File: config.mk
export PLATFORM = sky130hd
export DESIGN_NAME = mem_load_unit_flat
export DESIGN_NICKNAME = d
export VERILOG_FILES = /design/src/rtl/mem_load_unit_if.sv /design/src/rtl/mem_load_unit.sv /design/src/flat_wrapper.sv
export SDC_FILE = /design/constraint.sdc
export NUM_CORES = 1
export LEC_CHECK = 0
export BUFFER_PORTS_ARGS = -buffer_cell sky130_fd_sc_hd__buf_4
export CAP_MARGIN = 20
export CORE_MARGIN = 2
export CORE_UTILIZATION = 40
export CTS_CLUSTER_SIZE = 28
export DETAILED_ROUTE_END_ITERATION = 8
export PLACE_DENSITY = 0.66
export SETUP_SLACK_MARGIN = 0.2
export SLEW_MARGIN = 15
export SYNTH_ARGS = -nofsm -noshare
export SYNTH_HDL_FRONTEND = slang
export SYNTH_SLANG_ARGS = --single-unit
File: constraint.sdc
create_clock -name i_clk -period 4.13 [get_ports i_clk]
set_input_delay 0.2065 -clock i_clk [delete_from_list [all_inputs] [get_ports i_clk]]
set_output_delay 0.2065 -clock i_clk [all_outputs]
set_load 0.02 [all_outputs]
File: src/rtl/mem_load_unit_if.sv
// Load-unit bus bundle: pipeline load request, data-memory read port and completion status.
interface mem_load_unit_if;
    logic        i_ld_valid;
    logic        o_ld_ready;
    logic [31:0] i_addr;
    logic [2:0]  i_funct3;
    logic        o_mem_req;
    logic [31:0] o_mem_addr;
    logic        i_mem_gnt;
    logic        i_mem_rvalid;
    logic [31:0] i_mem_rdata;
    logic [31:0] o_shifted_mem_data;
    logic        o_done;
    logic        o_misaligned;
    logic        o_timeout;

    // The load unit itself
    modport slave (
        input  i_ld_valid, i_addr, i_funct3, i_mem_gnt, i_mem_rvalid, i_mem_rdata,
        output o_ld_ready, o_mem_req, o_mem_addr, o_shifted_mem_data,
               o_done, o_misaligned, o_timeout
    );

    // Pipeline / memory side driving the load unit
    modport master (
        output i_ld_valid, i_addr, i_funct3, i_mem_gnt, i_mem_rvalid, i_mem_rdata,
        input  o_ld_ready, o_mem_req, o_mem_addr, o_shifted_mem_data,
               o_done, o_misaligned, o_timeout
    );
endinterface

File: src/rtl/mem_load_unit.sv
// mem_load_unit: accepts one load at a time, issues a word-aligned memory read,
// extracts/extends the addressed byte/half/word and pulses o_done.
// Optional abort-on-timeout is enabled by defining LOAD_TIMEOUT_EN.
module mem_load_unit #(
    parameter int unsigned TIMEOUT_CYCLES = 255
) (
    input  logic           i_clk,
    input  logic           i_rst,
    mem_load_unit_if.slave bus
);

    localparam int unsigned CNT_W = 16;

    typedef enum logic [1:0] {
        S_IDLE = 2'd0,
        S_REQ  = 2'd1,
        S_WAIT = 2'd2,
        S_ERR  = 2'd3
    } state_e;

    state_e      state_q;
    logic        ready_q;
    logic        req_q;
    logic [31:0] mem_addr_q;
    logic [31:0] data_q;
    logic        done_q;
    logic        mis_q;
    logic        to_q;
    logic [1:0]  lane_q;
    logic [2:0]  f3_q;

    logic        bad_c;
    logic        timeout_c;
    logic [7:0]  byte_c;
    logic [15:0] half_c;
    logic [31:0] result_c;

    // Request is misaligned for its size, or funct3 is not a load encoding
    always_comb begin
        bad_c = 1'b1;
        case (bus.i_funct3)
            3'b000, 3'b100: bad_c = 1'b0;
            3'b001, 3'b101: bad_c = bus.i_addr[0];
            3'b010:         bad_c = |bus.i_addr[1:0];
            default:        bad_c = 1'b1;
        endcase
    end

    // Lane extraction and sign/zero extension of the returned word
    always_comb begin
        byte_c = bus.i_mem_rdata[7:0];
        case (lane_q)
            2'd0:    byte_c = bus.i_mem_rdata[7:0];
            2'd1:    byte_c = bus.i_mem_rdata[15:8];
            2'd2:    byte_c = bus.i_mem_rdata[23:16];
            default: byte_c = bus.i_mem_rdata[31:24];
        endcase
        half_c = lane_q[1] ? bus.i_mem_rdata[31:16] : bus.i_mem_rdata[15:0];
        case (f3_q)
            3'b000:  result_c = {{24{byte_c[7]}}, byte_c};
            3'b100:  result_c = {24'h000000, byte_c};
            3'b001:  result_c = {{16{half_c[15]}}, half_c};
            3'b101:  result_c = {16'h0000, half_c};
            default: result_c = bus.i_mem_rdata;
        endcase
    end

`ifdef LOAD_TIMEOUT_EN
    logic [CNT_W-1:0] cnt_q;

    // Cycles spent in REQ/WAIT; held at zero while idle so it restarts on entry to REQ
    always_ff @(posedge i_clk or negedge i_rst) begin
        if (!i_rst) begin
            cnt_q <= '0;
        end else if (state_q == S_REQ || state_q == S_WAIT) begin
            cnt_q <= cnt_q + CNT_W'(1);
        end else begin
            cnt_q <= '0;
        end
    end

    assign timeout_c = (state_q == S_REQ || state_q == S_WAIT) &&
                       (cnt_q == CNT_W'(TIMEOUT_CYCLES - 1));
`else
    logic unused_timeout_cfg;
    assign unused_timeout_cfg = ^CNT_W'(TIMEOUT_CYCLES);
    assign timeout_c          = 1'b0;
`endif

    // Load FSM with registered handshake, memory request and completion outputs
    always_ff @(posedge i_clk or negedge i_rst) begin
        if (!i_rst) begin
            state_q    <= S_IDLE;
            ready_q    <= 1'b0;
            req_q      <= 1'b0;
            mem_addr_q <= '0;
            data_q     <= '0;
            done_q     <= 1'b0;
            mis_q      <= 1'b0;
            to_q       <= 1'b0;
            lane_q     <= '0;
            f3_q       <= '0;
        end else begin
            done_q <= 1'b0;
            mis_q  <= 1'b0;
            to_q   <= 1'b0;
            case (state_q)
                S_IDLE: begin
                    if (bus.i_ld_valid && ready_q) begin
                        ready_q <= 1'b0;
                        lane_q  <= bus.i_addr[1:0];
                        f3_q    <= bus.i_funct3;
                        if (bad_c) begin
                            state_q <= S_ERR;
                            done_q  <= 1'b1;
                            mis_q   <= 1'b1;
                            data_q  <= '0;
                        end else begin
                            state_q    <= S_REQ;
                            req_q      <= 1'b1;
                            mem_addr_q <= {bus.i_addr[31:2], 2'b00};
                        end
                    end else begin
                        ready_q <= 1'b1;
                    end
                end
                S_REQ: begin
                    if (timeout_c) begin
                        state_q <= S_IDLE;
                        ready_q <= 1'b1;
                        req_q   <= 1'b0;
                        done_q  <= 1'b1;
                        to_q    <= 1'b1;
                        data_q  <= '0;
                    end else if (bus.i_mem_gnt) begin
                        state_q <= S_WAIT;
                        req_q   <= 1'b0;
                    end
                end
                S_WAIT: begin
                    // A response arriving in the abort cycle still completes normally
                    if (bus.i_mem_rvalid) begin
                        state_q <= S_IDLE;
                        ready_q <= 1'b1;
                        done_q  <= 1'b1;
                        data_q  <= result_c;
                    end else if (timeout_c) begin
                        state_q <= S_IDLE;
                        ready_q <= 1'b1;
                        done_q  <= 1'b1;
                        to_q    <= 1'b1;
                        data_q  <= '0;
                    end
                end
                default: begin
                    state_q <= S_IDLE;
                    ready_q <= 1'b1;
                end
            endcase
        end
    end

    assign bus.o_ld_ready         = ready_q;
    assign bus.o_mem_req          = req_q;
    assign bus.o_mem_addr         = mem_addr_q;
    assign bus.o_shifted_mem_data = data_q;
    assign bus.o_done             = done_q;
    assign bus.o_misaligned       = mis_q;
    assign bus.o_timeout          = to_q;

endmodule

File: src/flat_wrapper.sv
// flat-port wrapper written by rule: the top's interface ports become plain ports
module mem_load_unit_flat 
#(
    parameter int unsigned TIMEOUT_CYCLES = 255
)
  (i_clk, i_rst, bus_i_ld_valid, bus_i_addr, bus_i_funct3, bus_i_mem_gnt, bus_i_mem_rvalid, bus_i_mem_rdata, bus_o_ld_ready, bus_o_mem_req, bus_o_mem_addr, bus_o_shifted_mem_data, bus_o_done, bus_o_misaligned, bus_o_timeout);
  mem_load_unit_if bus_i ();
  input  logic i_clk;
  input  logic i_rst;
  input wire logic [$bits(bus_i.i_ld_valid)-1:0] bus_i_ld_valid;
  input wire logic [$bits(bus_i.i_addr)-1:0] bus_i_addr;
  input wire logic [$bits(bus_i.i_funct3)-1:0] bus_i_funct3;
  input wire logic [$bits(bus_i.i_mem_gnt)-1:0] bus_i_mem_gnt;
  input wire logic [$bits(bus_i.i_mem_rvalid)-1:0] bus_i_mem_rvalid;
  input wire logic [$bits(bus_i.i_mem_rdata)-1:0] bus_i_mem_rdata;
  output wire logic [$bits(bus_i.o_ld_ready)-1:0] bus_o_ld_ready;
  output wire logic [$bits(bus_i.o_mem_req)-1:0] bus_o_mem_req;
  output wire logic [$bits(bus_i.o_mem_addr)-1:0] bus_o_mem_addr;
  output wire logic [$bits(bus_i.o_shifted_mem_data)-1:0] bus_o_shifted_mem_data;
  output wire logic [$bits(bus_i.o_done)-1:0] bus_o_done;
  output wire logic [$bits(bus_i.o_misaligned)-1:0] bus_o_misaligned;
  output wire logic [$bits(bus_i.o_timeout)-1:0] bus_o_timeout;
  assign bus_i.i_ld_valid = bus_i_ld_valid;
  assign bus_i.i_addr = bus_i_addr;
  assign bus_i.i_funct3 = bus_i_funct3;
  assign bus_i.i_mem_gnt = bus_i_mem_gnt;
  assign bus_i.i_mem_rvalid = bus_i_mem_rvalid;
  assign bus_i.i_mem_rdata = bus_i_mem_rdata;
  assign bus_o_ld_ready = bus_i.o_ld_ready;
  assign bus_o_mem_req = bus_i.o_mem_req;
  assign bus_o_mem_addr = bus_i.o_mem_addr;
  assign bus_o_shifted_mem_data = bus_i.o_shifted_mem_data;
  assign bus_o_done = bus_i.o_done;
  assign bus_o_misaligned = bus_i.o_misaligned;
  assign bus_o_timeout = bus_i.o_timeout;
  mem_load_unit #(.TIMEOUT_CYCLES(TIMEOUT_CYCLES)) u_core (.i_clk(i_clk), .i_rst(i_rst), .bus(bus_i));
endmodule
==> flow_summary.ini, run 1 <==
[setup_path]
data_arrival_time_at_the_worst_slack_endpoint_ns = 2.49
worst_setup_path_start_kind = flip-flop
cp.depth = 4
cp_slowest_cell = sky130_fd_sc_hd__o32a_1
timing.critical_path.cells = nand4bb_1 -> o32a_1 -> buf_8 -> a221o_1
timing_worst_setup_path_type = flip-flop to flip-flop
worst-path-max-fanout = 21
worst-path-buf-inv = 1
critPathMaxStageDelay_ns = 0.65
worst-endpoint-required_ns = 4.35
endpoint_kind = flip-flop
timing.critical_path.max_delay_family = compound AO/OA/AOI/OAI gates
worst-r2r-cell-count = 4

[floorplanning]
floorplan.io_pins = 141
initial_core_util_pct = 41.6
num_rows = 32
die-width_um = 94.1
die_height_um = 94.1
coreArea_um2 = 7810
design.die.area_um2 = 8860

[finish]
antenna_cells_inserted = 0
total_area_of_multi_input_combinational_cells_um2 = 1300
drive_above_1_share_pct = 52.0
layout-area-overhead-vs-synth_pct = 40.0
fillCellCount = 673
ff_latch_area_um2 = 1830
num-nets-final = 465
final_cell_area_um2 = 4550

[clocking]
clock_latency_ns = 0.34
clk_transition_reported_paths_ns = 0.07
tritoncts = yes
setup_fix_buffers_added_after_clock_tree_synthesis = 0
post_cts_resize_count = 0
ctsHoldBuffers = 0
cts-buffers-inserted = 9
cts.root.buffer_cell = sky130_fd_sc_hd__clkbuf_8
cts.sink_count = 73
cts.path.max_buffers = 2
h_tree_lvls = 3

[power_and_ir_drop]
pwr-share-clk_pct = 16.3
power.sequential.fraction_pct = 36.2
p_int_mw = 2.23
power.leakage_nw = 2.26
fin_total_pwr_mw = 3.64
pwr-share-comb_pct = 47.4
switch_share_pct = 38.7
max-vdd-ir-drop_mv = 0.398
netSwitchingPower_mw = 1.41
power_density_nw_per_um2 = 799

[min_path]
worst_hold_path_type = input port to asynchronous set/reset pin

[synthesis]
synth_area_per_cell_um2 = 12.6
netlist-cell-type-count = 37
ys_warn_count = 0
postSynthCellCount = 258
post_synth_instance_area_um2 = 3250
yosysSeqAreaShare_pct = 56.2
ys_ff_latch = 73

[sta]
max_freq_ghz = 0.440
timing_max_transition_violations_final = 0
slew_headroom_pct = 38.9
report.final.hold_viol_count = 23
finalSetupViolations = 0
fin_crit_sh_pct = 55.0
setup_repair_after_global_routing_missed_its_margin = no
post-route-min-period_ns = 2.27
worst_setup_skew_after_layout_ns = 0.00786
hold_slack_final_ns = -0.0199
worst_slack_ns = 1.86
setup_tns_ns = 0
worst-slew-pin-transition_ns = 0.916

[status]
violated_checks = negative hold slack
outcome = finished, violations left

[placed_design]
placed_area_um2 = 4340
pre_cts_slack_ns = 1.85
detailed_place_hpwl_mm = 6.04
port-buffer-count = 137
place_congestion = 0.845

[drt]
via_per_inst = 5.14
drc_errors = 0
detail_route.wirelength_mm = 8.01
routed_wire_length_per_instance_um = 16.0
via_count = 2568
drtPass1Iterations = 4
route.antenna.remaining_nets = 0
initialDrtViolationCount = 91

[global_route]
globalRouteTotalUtil_pct = 18.7
antenna_found_initial = 0
grt_start_max_net_pins = 74
via_count_of_the_first_global_routing_pass = 2634
grt_overflow = 0
grt_first_pass_wirelength_mm = 12.7

[flow_run]
maxCapViolations = 0
cells in the mapped netlist:
library cell	count	area share, %
sky130_fd_sc_hd__or3_1	1	0.19
sky130_fd_sc_hd__a21oi_1	16	2.5
sky130_fd_sc_hd__a21oi_2	1	0.27
sky130_fd_sc_hd__conb_1	1	0.12
sky130_fd_sc_hd__and3b_1	1	0.27
sky130_fd_sc_hd__nor3_1	1	0.15
sky130_fd_sc_hd__a221o_1	21	6.5
sky130_fd_sc_hd__nand2_1	19	2.2
sky130_fd_sc_hd__o21ai_0	9	1.4
sky130_fd_sc_hd__o21bai_1	1	0.23
sky130_fd_sc_hd__o21a_1	1	0.23
sky130_fd_sc_hd__buf_2	8	1.2
sky130_fd_sc_hd__nand3_1	7	1.1
sky130_fd_sc_hd__inv_1	5	0.58
sky130_fd_sc_hd__or2b_1	1	0.23
sky130_fd_sc_hd__a2111oi_4	1	0.85
sky130_fd_sc_hd__nand3b_1	1	0.23
sky130_fd_sc_hd__buf_4	3	0.69
sky130_fd_sc_hd__mux2i_1	1	0.31
sky130_fd_sc_hd__dfrtp_1	73	56
sky130_fd_sc_hd__nor2b_1	1	0.19
sky130_fd_sc_hd__o22ai_1	2	0.38
sky130_fd_sc_hd__o211ai_1	1	0.23
sky130_fd_sc_hd__a211o_1	1	0.27
sky130_fd_sc_hd__nor2_1	11	1.3
sky130_fd_sc_hd__mux2_2	44	15
sky130_fd_sc_hd__a21o_1	8	1.8
sky130_fd_sc_hd__mux4_2	1	0.69
sky130_fd_sc_hd__buf_6	2	0.69
sky130_fd_sc_hd__buf_8	1	0.46
sky130_fd_sc_hd__nor4_1	1	0.19
sky130_fd_sc_hd__nand2b_1	2	0.38
sky130_fd_sc_hd__clkbuf_1	5	0.58
sky130_fd_sc_hd__nand4bb_1	1	0.35
sky130_fd_sc_hd__o41ai_2	2	1.0
sky130_fd_sc_hd__a21boi_0	1	0.23
sky130_fd_sc_hd__o32a_1	2	0.62
cell families (layout without fill, tap and decap cells):
kind of cell	count (synthesis)	after routing	share of synthesized area, %
flops	73	73	56.2
compound gates	67	67	16.5
simple gates	47	47	6.74
mux	46	46	16.2
buf+inv	24	162	4.23
other cells	1	3	0.115
area by class of cell:
class	instances	share of cell area [%]
clock buffer	12	3.63
clock inverter	4	1.10
inverter	5	0.412
multi-input combinational	163	28.5
sequential	73	40.1
tap	102	2.80
timing repair buffer	141	23.4
worst reg2reg max path, stage by stage, from the launching register on:
cell and delay [ns]:
sky130_fd_sc_hd__dfrtp_1 0.44, sky130_fd_sc_hd__nand4bb_1 0.46, sky130_fd_sc_hd__o32a_1 0.65, sky130_fd_sc_hd__buf_8 0.26, sky130_fd_sc_hd__a221o_1 0.35
power groups by stage:
stage	registers, mW	logic [mW]	clock network, mW
after CTS	1.32	1.75	0.610
after detailed placement	1.33	1.74	0
final	1.32	1.72	0.594
after global routing	1.37	1.86	0.639
after global placement	1.32	1.71	0
after floorplan	1.63	0.733	0
per-stage QoR:
stage          hold slack, ns  cells  utilization, %
5_1_grt                0.0678    500            58.3
3_3_place_gp            0.393    483            55.4
3_5_place_dp            0.399    484            55.5
6_report              -0.0199    500            58.3
4_1_cts                0.0293    500            58.3
2_1_floorplan         -0.0891    260               -
layout by cell type (no fill, tap or decap), types with 2 or more instances in the layout:
cell / Yosys / final
sky130_fd_sc_hd__a21o_1: 8 / 8
sky130_fd_sc_hd__buf_4: 3 / 140
sky130_fd_sc_hd__o22ai_1: 2 / 2
sky130_fd_sc_hd__o21ai_0: 9 / 9
sky130_fd_sc_hd__clkinvlp_4: 0 / 2
sky130_fd_sc_hd__dfrtp_1: 73 / 73
sky130_fd_sc_hd__nor2_1: 11 / 11
sky130_fd_sc_hd__a21oi_1: 16 / 16
sky130_fd_sc_hd__mux2_2: 44 / 44
sky130_fd_sc_hd__clkbuf_8: 0 / 12
sky130_fd_sc_hd__nand3_1: 7 / 7
sky130_fd_sc_hd__nand2_1: 19 / 19
sky130_fd_sc_hd__conb_1: 1 / 3
sky130_fd_sc_hd__inv_1: 5 / 5
sky130_fd_sc_hd__o41ai_2: 2 / 2
sky130_fd_sc_hd__o32a_1: 2 / 2
sky130_fd_sc_hd__a221o_1: 21 / 21
sky130_fd_sc_hd__nand2b_1: 2 / 2
registers in the layout, summed over array words and instances (netlist names):
| name | flops |
|---|---|
| u_core.bus.o_shifted_mem_data | 32 |
| u_core.bus.o_mem_addr | 30 |
| u_core.f3_q | 3 |
| u_core.lane_q | 2 |
| u_core.state_q | 2 |
| u_core.bus.o_done | 1 |
| u_core.bus.o_ld_ready | 1 |
| u_core.bus.o_mem_req | 1 |
| u_core.bus.o_misaligned | 1 |
per-layer routing:
layer | vias up | track usage (%) | wire [µm]
li1 | 1213 | - | -
met1 | 1218 | 24.2 | 3440
met2 | 123 | 28.9 | 3600
met3 | 14 | 6.02 | 789
met4 | 0 | 7.73 | 169
met5 | - | 0 | 0
worst paths after layout:
path                                                   from                                 to  slack, ns
hold / removal                                        i_rst   u_core.bus.o_shifted_mem_data[0]      -0.02
max in group asynchronous                             i_rst  u_core.bus.o_shifted_mem_data[11]       3.53
hold reg to reg            u_core.bus.o_shifted_mem_data[8]   u_core.bus.o_shifted_mem_data[8]       0.48
setup / recovery                          u_core.state_q[0]   u_core.bus.o_shifted_mem_data[2]       1.86
setup reg to reg                          u_core.state_q[0]   u_core.bus.o_shifted_mem_data[2]       1.86
min in group i_clk                            bus_i_mem_gnt                  u_core.state_q[0]       0.09
Note: power is estimated with default switching activity, not from simulation.
==> run 2: changes to the inputs <==
ABC_AREA = 1   (was unset)
PLACE_DENSITY = 0.64   (was 0.66)
clock period = 2.15 ns   (was 4.13 ns; I/O delays follow)
==> run 2 against run 1 <==
Net effect: flip-flop and latch count unchanged; area after synthesis is 13% higher; synthesized cell count up 91%; worst setup slack worse by 1.4 ns; the flow now finishes without violations; register-to-register slack lost 1.4 ns; highest routed layer unchanged; count of clock-buffer cells in the layout shrank 1; total power grew 100%.
==> flow_summary.ini, run 2 <==
[setup_path]
data_arrival_time_at_the_worst_slack_endpoint_ns = 1.96
worst_setup_path_start_kind = flip-flop
worst-path-max-fanout = 16
reg2reg_slack_ns = 0.42
timing_worst_setup_path_type = flip-flop to flip-flop
worst-endpoint-required_ns = 2.38
endpoint_kind = flip-flop

[min_path]
worst_hold_path_type = input port to flip-flop

[clocking]
h_tree_lvls = 3
post_cts_resize_count = 0
cts-buffers-inserted = 9
cts.root.buffer_cell = sky130_fd_sc_hd__clkbuf_8
cts.path.max_buffers = 2
cts.sink_count = 73
clock_latency_ns = 0.34
clk_transition_reported_paths_ns = 0.07
tritoncts = yes

[floorplanning]
floorplan.io_pins = 141
design.die.area_um2 = 9950
coreArea_um2 = 8810
die-width_um = 99.7
num_rows = 34
die_height_um = 99.7
initial_core_util_pct = 41.6

[synthesis]
synth-main-ff-cell = sky130_fd_sc_hd__dfrtp_1
ys_ff_latch = 73
synth_area_leaders = sky130_fd_sc_hd__dfrtp_1 50%, sky130_fd_sc_hd__nand2_1 24%, sky130_fd_sc_hd__nand3_1 5.5%
post-synth-top-area-fraction_pct = 49.8
yosysSeqAreaShare_pct = 49.8
yosysMostFrequentCell = sky130_fd_sc_hd__nand2_1
yosysTopAreaCell = sky130_fd_sc_hd__dfrtp_1
post_synth_most_frequent_cells = 232 x sky130_fd_sc_hd__nand2_1, 73 x sky130_fd_sc_hd__dfrtp_1, 40 x sky130_fd_sc_hd__nand3_1, 37 x sky130_fd_sc_hd__o21ai_0, 36 x sky130_fd_sc_hd__nor2_1
postSynthCellCount = 494
netlist-cell-type-count = 23
postSynth.asyncResetShare_pct = 100
ys_warn_count = 0
synth_edf_count = 0
synth_area_per_cell_um2 = 7.42
post_synth_instance_area_um2 = 3670

[sta]
setup_repair_after_global_routing_missed_its_margin = no
max_freq_ghz = 0.578
setup_tns_ns = 0
worst_slack_ns = 0.419
fin_crit_sh_pct = 80.5
report.final.hold_viol_count = 0
finalSetupViolations = 0
post-route-min-period_ns = 1.73
timing_max_transition_violations_final = 0
slew_headroom_pct = 38.8
worst-slew-pin-transition_ns = 0.918
worst_setup_skew_after_layout_ns = 0.00853

[drt]
routed_wire_length_per_instance_um = 14.1
drc_errors = 0
route.antenna.remaining_nets = 0
via_per_inst = 4.82
initialDrtViolationCount = 186
detail_route.wirelength_mm = 10.8
via_count = 3680
drtPass1Iterations = 5

[finish]
finish.cell_count_without_fillers = 764
final_cell_area_um2 = 5240
antenna_cells_inserted = 0
fillCellCount = 820
num-nets-final = 723
layout.cells.most_common_list = 231 x sky130_fd_sc_hd__nand2_1, 140 x sky130_fd_sc_hd__buf_4, 73 x sky130_fd_sc_hd__dfrtp_1
finish.utilization_pct = 59.5
mostFrequentLayoutCell = sky130_fd_sc_hd__nand2_1
largest_register_ffs = 32
drive_above_1_share_pct = 25.8
layout-area-overhead-vs-synth_pct = 43.0

[global_route]
grt_start_max_net_pins = 74
globalRouteTotalUtil_pct = 22.3
via_count_of_the_first_global_routing_pass = 3622
grt_overflow = 0
antenna_found_initial = 0
grt_first_pass_wirelength_mm = 17.5

[placed_design]
port-buffer-count = 137
placed_area_um2 = 4710
place_congestion = 0.890
pre_cts_slack_ns = 0.445
detailed_place_hpwl_mm = 7.32
placedCellCount = 716

[status]
outcome = finished, final reports clean

[power_and_ir_drop]
power_density_nw_per_um2 = 1410
max-vdd-ir-drop_mv = 0.825
power.leakage_nw = 2.90

[flow_run]
maxCapViolations = 0
run 2: changes by cell type after synthesis, sizes merged, moves of 5 or more:
cell    change
clkbuf      +6
inv        +12
mux2       -44
o21ai      +32
nand2     +219
a21oi      -11
buf         +5
nand3      +33
nor2       +27
a221o      -21
nand3b      +5
a21o        -8
run 2: worst max-delay path, cell delays in order (launching register included):
cell	delay (ns)
sky130_fd_sc_hd__dfrtp_1	0.55
sky130_fd_sc_hd__inv_1	0.28
sky130_fd_sc_hd__nand2_1	0.11
sky130_fd_sc_hd__nand2_1	0.09
sky130_fd_sc_hd__nand2_1	0.11
sky130_fd_sc_hd__nand2_2	0.07
sky130_fd_sc_hd__nand2_4	0.11
sky130_fd_sc_hd__nand2_4	0.13
sky130_fd_sc_hd__nand2_1	0.10
sky130_fd_sc_hd__nand2_1	0.05
run 2: kinds of logic after synthesis:
kind of cell	synth area share (%)
simple gates	36.4
flops	49.8
compound gates	6.62
buf+inv	7.06
other cells	0.102
run 2: layout make-up:
type	count	area, µm²	area share (%)
repair buffers	174	1410	26.9
clock buffers	11	131	2.51
clock inverters	5	78.8	1.50
well taps	108	135	2.58
multi-input cells	376	1590	30.3
inverters	17	68.8	1.31
flip-flops and latches	73	1830	34.8
run 2: path summary, 6_finish.rpt:
| check | from | end | depth (start not counted) |
|---|---|---|---|
| worst min register to register | u_core.bus.o_mem_addr[25] | u_core.bus.o_mem_addr[25] | 2 |
| worst min-delay path | bus_i_funct3[2] | u_core.f3_q[2] | 3 |
| max in group asynchronous | i_rst | u_core.bus.o_shifted_mem_data[14] | 2 |
| min in group asynchronous | i_rst | u_core.bus.o_shifted_mem_data[6] | 2 |
| worst max register to register | u_core.lane_q[1] | u_core.bus.o_shifted_mem_data[25] | 9 |
| worst max-delay path | u_core.lane_q[1] | u_core.bus.o_shifted_mem_data[25] | 9 |
run 2: stage by stage:
step	power, mW	hold slack (ns)
3_5_place_dp	6.22	0.306
6_report	7.41	0.0108
3_3_place_gp	6.16	0.305
2_1_floorplan	4.83	-0.188
5_1_grt	8.00	0.0115
4_1_cts	7.47	0.0106
run 2: routing by layer:
layer  wire length [µm]  GRT usage, %  vias to the layer above
li1                   -             -                     1856
met1               4810          29.3                     1663
met5                  0             0                        -
met3                786          5.41                       14
met4                185          7.80                        0
met2               4990          36.2                      147
run 2: timing repair:
| action | in CTS | in global routing |
|---|---|---|
| endpoints found under the hold margin | 105 | 0 |
| hold buffers | 32 | 0 |
| setup buffers | 0 | 0 |
run 2: power by group:
part | internal, mW | total [mW] | switching (mW)
combinational | 1.45 | 3.85 | 2.40
sequential | 1.97 | 2.38 | 0.408
clock | 0.655 | 1.18 | 0.522
total | 4.08 | 7.41 | 3.32
